--- src/rtl/pipe_ctrl_pkg.sv ---
// Shared types for the pipeline sequencing controller: FSM states, the
// zero-register index and the bundled enable/flush control word.
package pipe_ctrl_pkg;

    typedef enum logic [1:0] {
        ST_RUN      = 2'd0,
        ST_MEM_WAIT = 2'd1,
        ST_FAULT    = 2'd2
    } pipe_state_e;

    localparam int XZR_IDX = 31;

    typedef struct packed {
        logic pc_en;
        logic ifid_en;
        logic idex_en;
        logic exmem_en;
        logic memwb_en;
        logic ifid_flush;
        logic idex_flush;
    } pipe_ctrl_t;

endpackage

--- src/rtl/pipeline_hazard_ctrl_hazard_detect.sv ---
// Combinational load-use detector: a load in EX whose destination is read by
// the instruction in ID. The zero register never carries a dependency.
module hazard_detect
    import pipe_ctrl_pkg::*;
#(
    parameter int REG_W = 5
) (
    input  logic [REG_W-1:0] id_rn_i,
    input  logic [REG_W-1:0] id_rm_i,
    input  logic             id_uses_rn_i,
    input  logic             id_uses_rm_i,
    input  logic [REG_W-1:0] ex_rd_i,
    input  logic             ex_mem_read_i,
    output logic             load_use_o
);

    logic rn_match;
    logic rm_match;

    assign rn_match   = id_uses_rn_i && (id_rn_i == ex_rd_i);
    assign rm_match   = id_uses_rm_i && (id_rm_i == ex_rd_i);
    assign load_use_o = ex_mem_read_i && (ex_rd_i != REG_W'(XZR_IDX)) && (rn_match || rm_match);

endmodule

--- src/rtl/pipeline_hazard_ctrl.sv ---
// Pipeline register sequencing: memory-wait freeze with timeout fault, branch
// flush and load-use stall. Optional performance counters: PIPE_HAZARD_PERF_EN.
module pipeline_hazard_ctrl
    import pipe_ctrl_pkg::*;
#(
    parameter int MEM_TIMEOUT = 16,
    parameter int REG_W       = 5
) (
    input  logic              clk,
    input  logic              reset,
    input  logic [REG_W-1:0]  id_rn,
    input  logic [REG_W-1:0]  id_rm,
    input  logic              id_uses_rn,
    input  logic              id_uses_rm,
    input  logic [REG_W-1:0]  ex_rd,
    input  logic              ex_mem_read,
    input  logic              ex_branch_taken,
    input  logic              mem_req,
    input  logic              mem_ready,
    output logic              pc_en,
    output logic              ifid_en,
    output logic              idex_en,
    output logic              exmem_en,
    output logic              memwb_en,
    output logic              ifid_flush,
    output logic              idex_flush,
    output logic              mem_fault,
    output logic [31:0]       stall_cycles,
    output logic [31:0]       flush_cycles,
    output pipe_state_e       state_o
);

    localparam int CNT_W = $clog2(MEM_TIMEOUT + 1);
    localparam logic [CNT_W-1:0] TIMEOUT_VAL = CNT_W'(MEM_TIMEOUT);

    pipe_state_e      state_q, state_d;
    logic [CNT_W-1:0] wait_cnt_q, wait_cnt_d;
    pipe_ctrl_t       ctrl;
    logic             load_use;

    hazard_detect #(.REG_W(REG_W)) u_hazard_detect (
        .id_rn_i       (id_rn),
        .id_rm_i       (id_rm),
        .id_uses_rn_i  (id_uses_rn),
        .id_uses_rm_i  (id_uses_rm),
        .ex_rd_i       (ex_rd),
        .ex_mem_read_i (ex_mem_read),
        .load_use_o    (load_use)
    );

    always_ff @(posedge clk) begin
        if (reset) begin
            state_q    <= ST_RUN;
            wait_cnt_q <= '0;
        end else begin
            state_q    <= state_d;
            wait_cnt_q <= wait_cnt_d;
        end
    end

    always_comb begin
        state_d    = state_q;
        wait_cnt_d = wait_cnt_q;
        ctrl       = '0;
        case (state_q)
            ST_FAULT: begin
                ctrl = '0;
            end
            default: begin
                if (mem_req && !mem_ready) begin
                    // Everything freezes, including a taken branch held in EX.
                    ctrl = '0;
                    if (wait_cnt_q < TIMEOUT_VAL) begin
                        wait_cnt_d = wait_cnt_q + 1'b1;
                    end
                    state_d = (wait_cnt_d == TIMEOUT_VAL) ? ST_FAULT : ST_MEM_WAIT;
                end else begin
                    state_d    = ST_RUN;
                    wait_cnt_d = '0;
                    if (ex_branch_taken) begin
                        ctrl = '{pc_en: 1'b1, ifid_en: 1'b1, idex_en: 1'b1, exmem_en: 1'b1,
                                 memwb_en: 1'b1, ifid_flush: 1'b1, idex_flush: 1'b1};
                    end else if (load_use) begin
                        ctrl = '{pc_en: 1'b0, ifid_en: 1'b0, idex_en: 1'b1, exmem_en: 1'b1,
                                 memwb_en: 1'b1, ifid_flush: 1'b0, idex_flush: 1'b1};
                    end else begin
                        ctrl = '{pc_en: 1'b1, ifid_en: 1'b1, idex_en: 1'b1, exmem_en: 1'b1,
                                 memwb_en: 1'b1, ifid_flush: 1'b0, idex_flush: 1'b0};
                    end
                end
            end
        endcase
        if (reset) begin
            ctrl = '{pc_en: 1'b0, ifid_en: 1'b0, idex_en: 1'b0, exmem_en: 1'b0,
                     memwb_en: 1'b0, ifid_flush: 1'b1, idex_flush: 1'b1};
        end
    end

    assign pc_en      = ctrl.pc_en;
    assign ifid_en    = ctrl.ifid_en;
    assign idex_en    = ctrl.idex_en;
    assign exmem_en   = ctrl.exmem_en;
    assign memwb_en   = ctrl.memwb_en;
    assign ifid_flush = ctrl.ifid_flush;
    assign idex_flush = ctrl.idex_flush;
    assign mem_fault  = (state_q == ST_FAULT) && !reset;
    assign state_o    = state_q;

`ifdef PIPE_HAZARD_PERF_EN
    logic [31:0] stall_cnt_q;
    logic [31:0] flush_cnt_q;
    logic        stall_evt;
    logic        flush_evt;

    // Outside reset, flushes can only come from the branch or load-use rules.
    assign stall_evt = !reset && !ctrl.pc_en;
    assign flush_evt = !reset && (ctrl.ifid_flush || ctrl.idex_flush);

    always_ff @(posedge clk) begin
        if (reset) begin
            stall_cnt_q <= '0;
            flush_cnt_q <= '0;
        end else begin
            if (stall_evt && (stall_cnt_q != 32'hFFFF_FFFF)) begin
                stall_cnt_q <= stall_cnt_q + 32'd1;
            end
            if (flush_evt && (flush_cnt_q != 32'hFFFF_FFFF)) begin
                flush_cnt_q <= flush_cnt_q + 32'd1;
            end
        end
    end

    assign stall_cycles = stall_cnt_q;
    assign flush_cycles = flush_cnt_q;
`else
    assign stall_cycles = 32'd0;
    assign flush_cycles = 32'd0;
`endif

endmodule

--- config.mk ---
export PLATFORM = sky130hd
export DESIGN_NAME = pipeline_hazard_ctrl
export DESIGN_NICKNAME = d
export VERILOG_FILES = /design/src/rtl/pipe_ctrl_pkg.sv /design/src/rtl/pipeline_hazard_ctrl_hazard_detect.sv /design/src/rtl/pipeline_hazard_ctrl.sv
export SDC_FILE = /design/constraint.sdc
export NUM_CORES = 1
export LEC_CHECK = 0
export BUFFER_PORTS_ARGS = -buffer_cell sky130_fd_sc_hd__buf_2
export CAP_MARGIN = 20
export CELL_PAD_IN_SITES_DETAIL_PLACEMENT = 1
export CELL_PAD_IN_SITES_GLOBAL_PLACEMENT = 1
export CORE_ASPECT_RATIO = 0.5
export CORE_MARGIN = 2
export CORE_UTILIZATION = 24
export DETAILED_ROUTE_END_ITERATION = 7
export HOLD_SLACK_MARGIN = 0.15
export PLACE_DENSITY = 0.78
export SYNTH_ARGS = -nofsm -noshare
export SYNTH_HDL_FRONTEND = slang
export SYNTH_HIERARCHICAL = 1
export SYNTH_SLANG_ARGS = --single-unit
--- constraint.sdc ---
create_clock -name clk -period 2.2 [get_ports clk]
set_input_delay 0.44 -clock clk [delete_from_list [all_inputs] [get_ports clk]]
set_output_delay 0.44 -clock clk [all_outputs]
set_load 0.1 [all_outputs]
==> results of run 1 <==
[final cells by class]
class | instances | share of cell area (%)
clock buffer | 4 | 3.63
sequential | 7 | 11.7
inverter | 4 | 1.21
timing repair buffer | 35 | 19.4
multi-input combinational | 120 | 58.3
tap | 57 | 5.74
[worst paths after layout]
check / startpoint / endpoint / slack [ns] / cells after the start
setup reg to reg: wait_cnt_q[0] / state_o[1] / 0.70 / 5
setup / recovery: ex_rd[4] / idex_flush / 0.03 / 9
hold / removal: wait_cnt_q[1] / wait_cnt_q[1] / 0.52 / 2
hold reg to reg: wait_cnt_q[1] / wait_cnt_q[1] / 0.52 / 2
[power breakdown]
part           total [mW]  switching [mW]  internal, mW
Combinational       0.649           0.589        0.0603
Sequential          0.131         0.00264         0.129
Clock               0.182          0.0564         0.125
[flip-flops by register name, indices dropped and copies added (netlist names)]
register and flops:
state_o 2, wait_cnt_q 5
[per-layer routing]
| layer | vias to the layer above | routed length [um] |
|---|---|---|
| met5 | - | 0 |
| met4 | 0 | 13 |
| met3 | 3 | 195 |
| met2 | 45 | 1150 |
| met1 | 380 | 818 |
| li1 | 389 | - |
[logic make-up (layout without fill, tap and decap cells)]
logic type               after synthesis  count (layout)  synth area share (%)
other                                  1              64                 0.345
AO/OA/AOI/OAI                         18              18                  12.1
flip-flops                             7               7                  12.9
buffers and inverters                 73              43                  49.4
adder cells (fa/ha/maj)                1               1                  1.15
AND/OR/NAND/NOR                       26              26                  15.3
XOR/XNOR                              11              11                  8.86
[cells in the mapped netlist (all sizes together)]
library cell,count,share of area (%)
dfxtp,7,13
nand2,3,1.0
conb,1,0.34
nor3,2,0.92
nor2b,4,3.0
nand2b,3,2.6
a21o,1,0.69
a21oi,4,1.8
ha,1,1.2
o21a,1,0.69
inv,4,1.4
o32ai,1,0.81
o41ai,1,1.5
o21ai,4,1.8
a31o,1,0.81
or3,1,1.0
nand3,4,1.8
xnor2,3,2.4
nor2,4,1.4
a22o,1,0.81
buf,69,48
o22a,1,0.81
a41oi,2,1.6
xor2,8,6.4
o21bai,1,0.69
nor4,5,3.5
[worst max-delay path, stage by stage]
cell	delay [ns]
buf_2	0.12
xor2_1	0.16
nor4_1	0.24
nand3_1	0.13
a21oi_2	0.16
buf_4	0.14
nor2_4	0.03
o21bai_4	0.13
buf_12	0.18
[through the flow]
| step | utilization (%) | setup slack [ns] | setup TNS, ns | cells |
|---|---|---|---|---|
| after floorplan | - | -0.210 | -0.210 | 200 |
| after global placement | 25.8 | -0.129 | -0.365 | 223 |
| after detailed placement | 25.8 | -0.159 | -0.458 | 223 |
| after CTS | 27.6 | -0.0483 | -0.0483 | 227 |
| after global routing | 28.4 | -0.0599 | -0.0599 | 227 |
| final | 28.4 | 0.0290 | 0 | 227 |
[what timing repair did]
item	4_1_cts	5_1_grt
resized for setup	9	7
setup endpoints to repair	3	3
pin swaps	9	7
==> flow_metrics.py, run 1 <==
metrics = {
    "sta": {
        "max-slew-margin-rel_pct": 66.7,
        "worst_slew_pin_slew_ns": 0.496,
        "finalMaxSlewViolations": 0,
        "rsz0062_at_grt": "true",
        "min_period_ns": 2.17,
        "holdWs_ns": 0.515,
        "setup_violations": 0,
        "min_period_over_period_pct": 98.7,
        "finalHoldViolCount": 0,
        "skew_ns": 0.00144,
        "max_freq_ghz": 0.461,
    },
    "layout": {
        "final_common_cell": "conb_1",
        "synthToLayoutAreaGrowth_pct": 14.3,
        "diodes": 0,
        "final_area_um2": 1240,
        "nFillCells": 547,
        "finalNetCount": 195,
        "multiInputGateArea_um2": 724,
        "seqCellArea_um2": 145,
        "drive_above_1_share_pct": 34.1,
        "final_cell_mix": "conb_1, buf_2, buf_6, xor2_1, dfxtp_1",
    },
    "cts": {
        "postCtsHoldBufs": 0,
        "cts_tree": "yes",
        "numCtsBuffers": 3,
        "clock_sink_count": 7,
        "htree_levels": 1,
        "postCtsSetupBuffers": 0,
        "cts_buffer_depth": 2,
        "path_clk_slew_ns": 0.04,
        "clkLatencyLatePin_ns": 0.23,
        "cts_root_buf": "clkbuf_8",
    },
    "global_route": {
        "grtUsageMet2_pct": 16.4,
        "busiest_layer": "met2",
        "grt_overflow": 0,
        "grt_util_all_layers_pct": 7.65,
        "gr-usage-met1_pct": 7.43,
        "grt_pass1_vias": 695,
        "antenna_found_initial": 0,
        "grt_max_degree": 10,
        "met3_usage_pct": 2.15,
        "grt_pass1_wl_mm": 3.13,
    },
    "power_and_ir_drop": {
        "p_total_mw": 0.962,
        "power.density_cell_area_nw_per_um2": 774,
        "peakVddDrop_uv": 190,
        "leakagePower_nw": 0.628,
    },
    "placed_design": {
        "numPortBuffers": 32,
        "dp_hpwl_mm": 1.80,
        "placedInstanceArea_um2": 1130,
        "place_congestion": 0.733,
    },
    "synth": {
        "yosys.cell_types.count": 33,
        "synth_area_um2": 1090,
        "syn_inst": 137,
        "yosys_warnings": 6,
        "ys_seq_area_share_pct": 12.9,
        "avgSynthCellArea_um2": 7.94,
        "ys_ff_latch": 7,
    },
    "routing": {
        "antenna_left": 0,
        "vias": 817,
        "routedWlPerCell_um": 9.61,
        "firstDrtPassIters": 4,
        "wirelength_mm": 2.18,
        "drtIter0Drc": 11,
        "drc": 0,
        "via_per_inst": 3.60,
    },
    "worst_setup_path": {
        "crit_type": "input pin to output port",
        "critPathMaxFanout": 3,
        "cp_data_required_time_ns": 1.76,
        "setup.worst_path.start_class": "input pin",
        "arrival_ns": 1.73,
        "critPathCaptureType": "output port",
    },
    "die": {
        "die_h_um": 51.6,
        "placementRows": 17,
        "start_util_pct": 24.8,
        "io_pins": 97,
        "design.die.area_um2": 5120,
        "die_x_um": 99.2,
        "fp.coreArea_um2": 4380,
    },
    "flow_run": {
        "cap_viol_max_count": 0,
    },
    "status": {
        "outcome": "completed",
    },
    "hold_path": {
        "min_path_type": "flip-flop to flip-flop",
    },
}
Note: power is estimated with default switching activity, not from simulation.
==> run 2, diff against run 1 <==
--- a/config.mk
+++ b/config.mk
@@ -15,6 +15,8 @@
 export DETAILED_ROUTE_END_ITERATION = 7
 export HOLD_SLACK_MARGIN = 0.15
 export PLACE_DENSITY = 0.78
+export RECOVER_POWER = 100
+export SETUP_SLACK_MARGIN = 0.3
 export SYNTH_ARGS = -nofsm -noshare
 export SYNTH_HDL_FRONTEND = slang
 export SYNTH_HIERARCHICAL = 1
==> run 2 against run 1 <==
  * Count of clock-buffer cells in the layout stayed put
  * Via count shrank 1.1%
  * Design area is 1.9% lower
  * Routed wire length rose by 3.0%
  * Worst setup slack improved by 0.058 ns
  * Die area stayed put
  * Flip-flop and latch count stayed put
  * Clock power about the same
  * Global-route usage is 0.52 points higher
  * Sequential power about the same
  * Largest power group unchanged
==> flow_metrics.py, run 2 (synthesis results as in run 1) <==
metrics = {
    "sta": {
        "holdWs_ns": 0.515,
        "worst_slew_pin_slew_ns": 1.16,
        "max-slew-margin-rel_pct": 23.1,
        "skew_ns": 0.00323,
        "min_period_over_period_pct": 96.0,
        "tns_ns": 0,
        "finalHoldViolCount": 0,
        "finalMaxSlewViolations": 0,
        "max_freq_ghz": 0.473,
        "min_period_ns": 2.11,
        "setup_violations": 0,
        "rsz0062_at_grt": "true",
    },
    "layout": {
        "instances_no_fill": 224,
        "drive_above_1_share_pct": 28.7,
        "largest_register_ff_count": 5,
        "final_cell_mix": "conb_1, buf_2, xor2_1, dfxtp_1, nor4_1",
        "final_common_cell": "conb_1",
        "synthToLayoutAreaGrowth_pct": 12.1,
        "multiInputGateArea_um2": 697,
        "nFillCells": 545,
        "utilization_pct": 27.8,
        "regMostFlops": "wait_cnt_q",
        "seqCellArea_um2": 144,
        "finalNetCount": 192,
        "diodes": 0,
    },
    "power_and_ir_drop": {
        "swShare_pct": 67.3,
        "p_int_mw": 0.316,
        "leakagePower_nw": 0.598,
        "pwr-share-seq_pct": 13.5,
        "power.density_cell_area_nw_per_um2": 792,
        "peakVddDrop_uv": 187,
        "switchingPower_mw": 0.650,
        "pwr-share-clk_pct": 19.1,
        "p_comb_share_pct": 67.3,
    },
    "routing": {
        "via_per_inst": 3.61,
        "wirelength_mm": 2.25,
        "vias": 808,
        "drc": 0,
        "firstDrtPassIters": 3,
        "antenna_left": 0,
        "drtIter0Drc": 83,
        "routedWlPerCell_um": 10.0,
    },
    "worst_setup_path": {
        "crit_path_start": "id_rm[0]",
        "crit_type": "input pin to output port",
        "critPathMaxFanout": 2,
        "setup.worst_path.start_class": "input pin",
        "reg2reg_to": "state_o[0]",
        "r2r_setup_slack_ns": 0.75,
        "r2r_cells": 5,
        "critPathCaptureType": "output port",
        "cp_data_required_time_ns": 1.76,
        "rr_startpoint": "wait_cnt_q[0]",
        "arrival_ns": 1.67,
        "crit_path_end": "pc_en",
    },
    "cts": {
        "cts_tree": "yes",
        "cts_buffer_depth": 2,
        "htree_levels": 1,
        "cts_root_buf": "clkbuf_8",
        "postCtsHoldBufs": 0,
        "clock_sink_count": 7,
        "path_clk_slew_ns": 0.04,
        "numCtsBuffers": 3,
        "clkLatencyLatePin_ns": 0.23,
    },
    "hold_path": {
        "min_path_type": "flip-flop to flip-flop",
    },
    "die": {
        "placementRows": 17,
        "die_h_um": 51.6,
        "design.die.area_um2": 5120,
        "start_util_pct": 24.8,
        "io_pins": 97,
        "die_x_um": 99.2,
        "fp.coreArea_um2": 4380,
    },
    "global_route": {
        "grt_overflow": 0,
        "grt_max_degree": 10,
        "grt_util_all_layers_pct": 8.17,
        "grt_pass1_wl_mm": 3.15,
        "grt_pass1_vias": 683,
        "antenna_found_initial": 0,
    },
    "placed_design": {
        "place_inst": 220,
        "dp_hpwl_mm": 1.84,
        "numPortBuffers": 32,
        "place_congestion": 0.783,
    },
    "status": {
        "outcome": "completed",
    },
    "flow_run": {
        "cap_viol_max_count": 0,
    },
}
[run 2: cell types whose count changed in the layout (fill, tap and decap cells not counted), moves of 2 or more]
cell | previous run | this run
buf_2 | 24 | 16
clkbuf_1 | 1 | 3
buf_4 | 3 | 1
buf_12 | 1 | 3
buf_6 | 7 | 4
nor4_2 | 2 | 0
clkbuf_2 | 0 | 4
nor4_1 | 3 | 5
[run 2: per-layer routing]
| layer | up-vias | GRT usage (%) | wire [um] |
|---|---|---|---|
| met5 | - | 0 | 0 |
| met4 | 0 | 6.16 | 33 |
| met3 | 4 | 2.15 | 261 |
| met2 | 52 | 15.9 | 1220 |
| met1 | 366 | 7.57 | 732 |
| li1 | 386 | - | - |
[run 2: stage by stage]
stage	setup WS [ns]	total power [mW]	area (um^2)
2_1_floorplan	-0.209	0.820	1410
3_3_place_gp	-0.0348	0.762	1110
3_5_place_dp	-0.0603	0.764	1110
4_1_cts	0.0326	0.967	1200
5_1_grt	-0.0194	0.995	1220
6_report	0.0874	0.966	1220
[run 2: worst min-delay path by stage]
stage	from	endpoint	slack [ns]	cells after the start
6_report	wait_cnt_q[1]	wait_cnt_q[1]	0.52	2
5_1_grt	wait_cnt_q[1]	wait_cnt_q[1]	0.55	2
4_1_cts	wait_cnt_q[1]	wait_cnt_q[1]	0.52	2
3_5_place_dp	wait_cnt_q[1]	wait_cnt_q[1]	0.51	2
3_3_place_gp	wait_cnt_q[1]	wait_cnt_q[1]	0.48	2
2_1_floorplan	wait_cnt_q[1]	wait_cnt_q[1]	0.46	2
[run 2: worst max-delay path, cell delays in order]
cell,delay (ns)
buf_6,0.09
xor2_1,0.15
nor4_1,0.27
nand3_1,0.13
a21oi_2,0.18
nor2b_4,0.18
nor3_4,0.06
buf_12,0.17
[run 2: cell type report]
class,count,area share (%)
well taps,57,5.85
repair buffers,32,19.9
clock buffers,4,3.70
multi-input cells,120,57.2
inverters,4,1.54
flip-flops and latches,7,11.8
[run 2: timing repair]
action	4_1_cts	5_1_grt
gates resized for setup	11	8
setup endpoints to repair	3	4
pin swaps	6	11
buffers inserted	0	0
[run 2: power by group through the flow]
stage	clock network [mW]	logic (mW)	registers (mW)
final	0.185	0.650	0.131
after global routing	0.199	0.665	0.131
after CTS	0.194	0.643	0.131
after detailed placement	0	0.631	0.133
after global placement	0	0.629	0.133
after floorplan	0	0.682	0.138
==> run 3, diff against run 2 <==
--- a/config.mk
+++ b/config.mk
@@ -14,6 +14,7 @@
 export CORE_UTILIZATION = 24
 export DETAILED_ROUTE_END_ITERATION = 7
 export HOLD_SLACK_MARGIN = 0.15
+export MAX_ROUTING_LAYER = met4
 export PLACE_DENSITY = 0.78
 export RECOVER_POWER = 100
 export SETUP_SLACK_MARGIN = 0.3
==> run 3 against run 2 <==
  * Die area stayed put
  * Flip-flop and latch count stayed put
  * First-iteration DRC count is 4.8% higher
  * Critical path depth stayed put
  * Global-route usage is 0.25 points higher
  * Sequential power hardly changed
  * Combinational power hardly changed
  * Largest cell class unchanged
==> flow_metrics.py, run 3 (synthesis results as in run 1) <==
metrics = {
    "cts": {
        "htree_levels": 1,
        "clock_sink_count": 7,
        "path_clk_slew_ns": 0.04,
        "clkLatencyLatePin_ns": 0.23,
        "cts_buffer_depth": 2,
        "numCtsBuffers": 3,
        "cts_root_buf": "clkbuf_8",
        "cts_tree": "yes",
    },
    "placed_design": {
        "placedInstanceArea_um2": 1110,
        "dp_hpwl_mm": 1.84,
        "place_congestion": 0.794,
        "numPortBuffers": 32,
    },
    "worst_setup_path": {
        "critPathMaxFanout": 2,
        "r2r_cells": 4,
        "r2r_setup_slack_ns": 0.73,
        "critPathCaptureType": "output port",
        "reg2reg_to": "state_o[1]",
        "arrival_ns": 1.67,
        "cp_data_required_time_ns": 1.76,
        "rr_startpoint": "wait_cnt_q[4]",
        "crit_type": "input pin to output port",
        "setup.worst_path.start_class": "input pin",
    },
    "global_route": {
        "grt_util_all_layers_pct": 8.43,
        "grt_overflow": 0,
        "grt_max_degree": 10,
        "grt_pass1_vias": 681,
        "grt_pass1_wl_mm": 3.16,
        "antenna_found_initial": 0,
    },
    "sta": {
        "setup_violations": 0,
        "worst_slew_pin_slew_ns": 1.16,
        "holdWs_ns": 0.517,
        "max_freq_ghz": 0.473,
        "finalMaxSlewViolations": 0,
        "skew_ns": 0.00307,
        "rsz0062_at_grt": "true",
        "min_period_ns": 2.11,
        "finalHoldViolCount": 0,
        "min_period_over_period_pct": 96.0,
        "max-slew-margin-rel_pct": 23.1,
    },
    "routing": {
        "antenna_left": 0,
        "via_per_inst": 3.62,
        "vias": 811,
        "firstDrtPassIters": 4,
        "wirelength_mm": 2.27,
        "drc": 0,
        "routedWlPerCell_um": 10.1,
        "drtIter0Drc": 87,
    },
    "layout": {
        "seqCellArea_um2": 144,
        "final_cell_mix": "conb_1, buf_2, xor2_1, dfxtp_1, nor4_1",
        "finalNetCount": 192,
        "final_area_um2": 1220,
        "nFillCells": 545,
        "regMostFlops": "wait_cnt_q",
        "diodes": 0,
        "drive_above_1_share_pct": 28.7,
        "largest_register_ff_count": 5,
        "multiInputGateArea_um2": 697,
        "synthToLayoutAreaGrowth_pct": 12.1,
        "final_common_cell": "conb_1",
    },
    "hold_path": {
        "hold_start": "wait_cnt_q[1]",
        "min_path_type": "flip-flop to flip-flop",
        "holdPathEnd": "wait_cnt_q[1]",
        "min_delay_path_depth": 2,
    },
    "power_and_ir_drop": {
        "power.density_cell_area_nw_per_um2": 792,
        "peakVddDrop_uv": 187,
        "leakagePower_nw": 0.598,
        "p_total_mw": 0.965,
    },
    "die": {
        "die_x_um": 99.2,
        "placementRows": 17,
        "design.die.area_um2": 5120,
        "die_h_um": 51.6,
        "fp.coreArea_um2": 4380,
        "start_util_pct": 24.8,
        "io_pins": 97,
    },
    "status": {
        "outcome": "completed",
    },
    "flow_run": {
        "cap_viol_max_count": 0,
    },
}
[run 3: cell counts in the layout (fill, tap and decap cells not counted)]
No cell type changed its count.
[run 3: power by group]
part           internal [mW]  leakage (nW)  switching (mW)
logic                 0.0620         0.518           0.588
registers              0.128        0.0574         0.00216
clock network          0.126        0.0228          0.0588
[run 3: layout make-up]
class | instances | share of cell area (%)
Tap cell | 57 | 5.85
Multi-Input combinational cell | 120 | 57.2
Inverter | 4 | 1.54
Clock buffer | 4 | 3.70
Sequential cell | 7 | 11.8
Timing Repair Buffer | 32 | 19.9
[run 3: per-layer routing]
layer	GRT usage (%)	wire [um]	part of all wire [%]
met2	15.9	1220	54
met4	6.16	36	1.6
met1	7.66	747	33
met5	-	0	0
met3	2.15	266	12
[run 3: metrics by stage]
stage / worst slack [ns] / TNS, ns / instances / utilization (%)
floorplan: -0.209 / -0.213 / 200 / -
global placement: -0.0348 / -0.0675 / 220 / 25.4
detailed placement: -0.0603 / -0.117 / 220 / 25.4
CTS: 0.0326 / 0 / 224 / 27.4
global route: -0.0194 / -0.0544 / 224 / 27.8
finish: 0.0874 / 0 / 224 / 27.8
[run 3: worst max path at each step]
stage / to / startpoint / cells after the start / slack [ns]
3_5_place_dp: pc_en / ex_rd[1] / 8 / -0.06
5_1_grt: pc_en / ex_rd[1] / 8 / -0.02
4_1_cts: pc_en / id_rn[0] / 8 / 0.03
6_report: pc_en / id_rm[0] / 8 / 0.09
2_1_floorplan: pc_en / state_o[0] / 4 / -0.21
3_3_place_gp: pc_en / ex_rd[1] / 8 / -0.03
[run 3: worst max-delay path, stage by stage]
cell	delay, ns
buf_6	0.09
xor2_1	0.15
nor4_1	0.27
nand3_1	0.13
a21oi_2	0.18
nor2b_4	0.18
nor3_4	0.06
buf_12	0.17
[run 3: what timing repair did]
item | 4_1_cts | 5_1_grt
cloned | 0 | 0
buffers inserted | 0 | 0
hold buffers | 0 | 0
pin swaps | 6 | 11
resized for setup | 11 | 8
endpoints found under the setup margin | 3 | 4
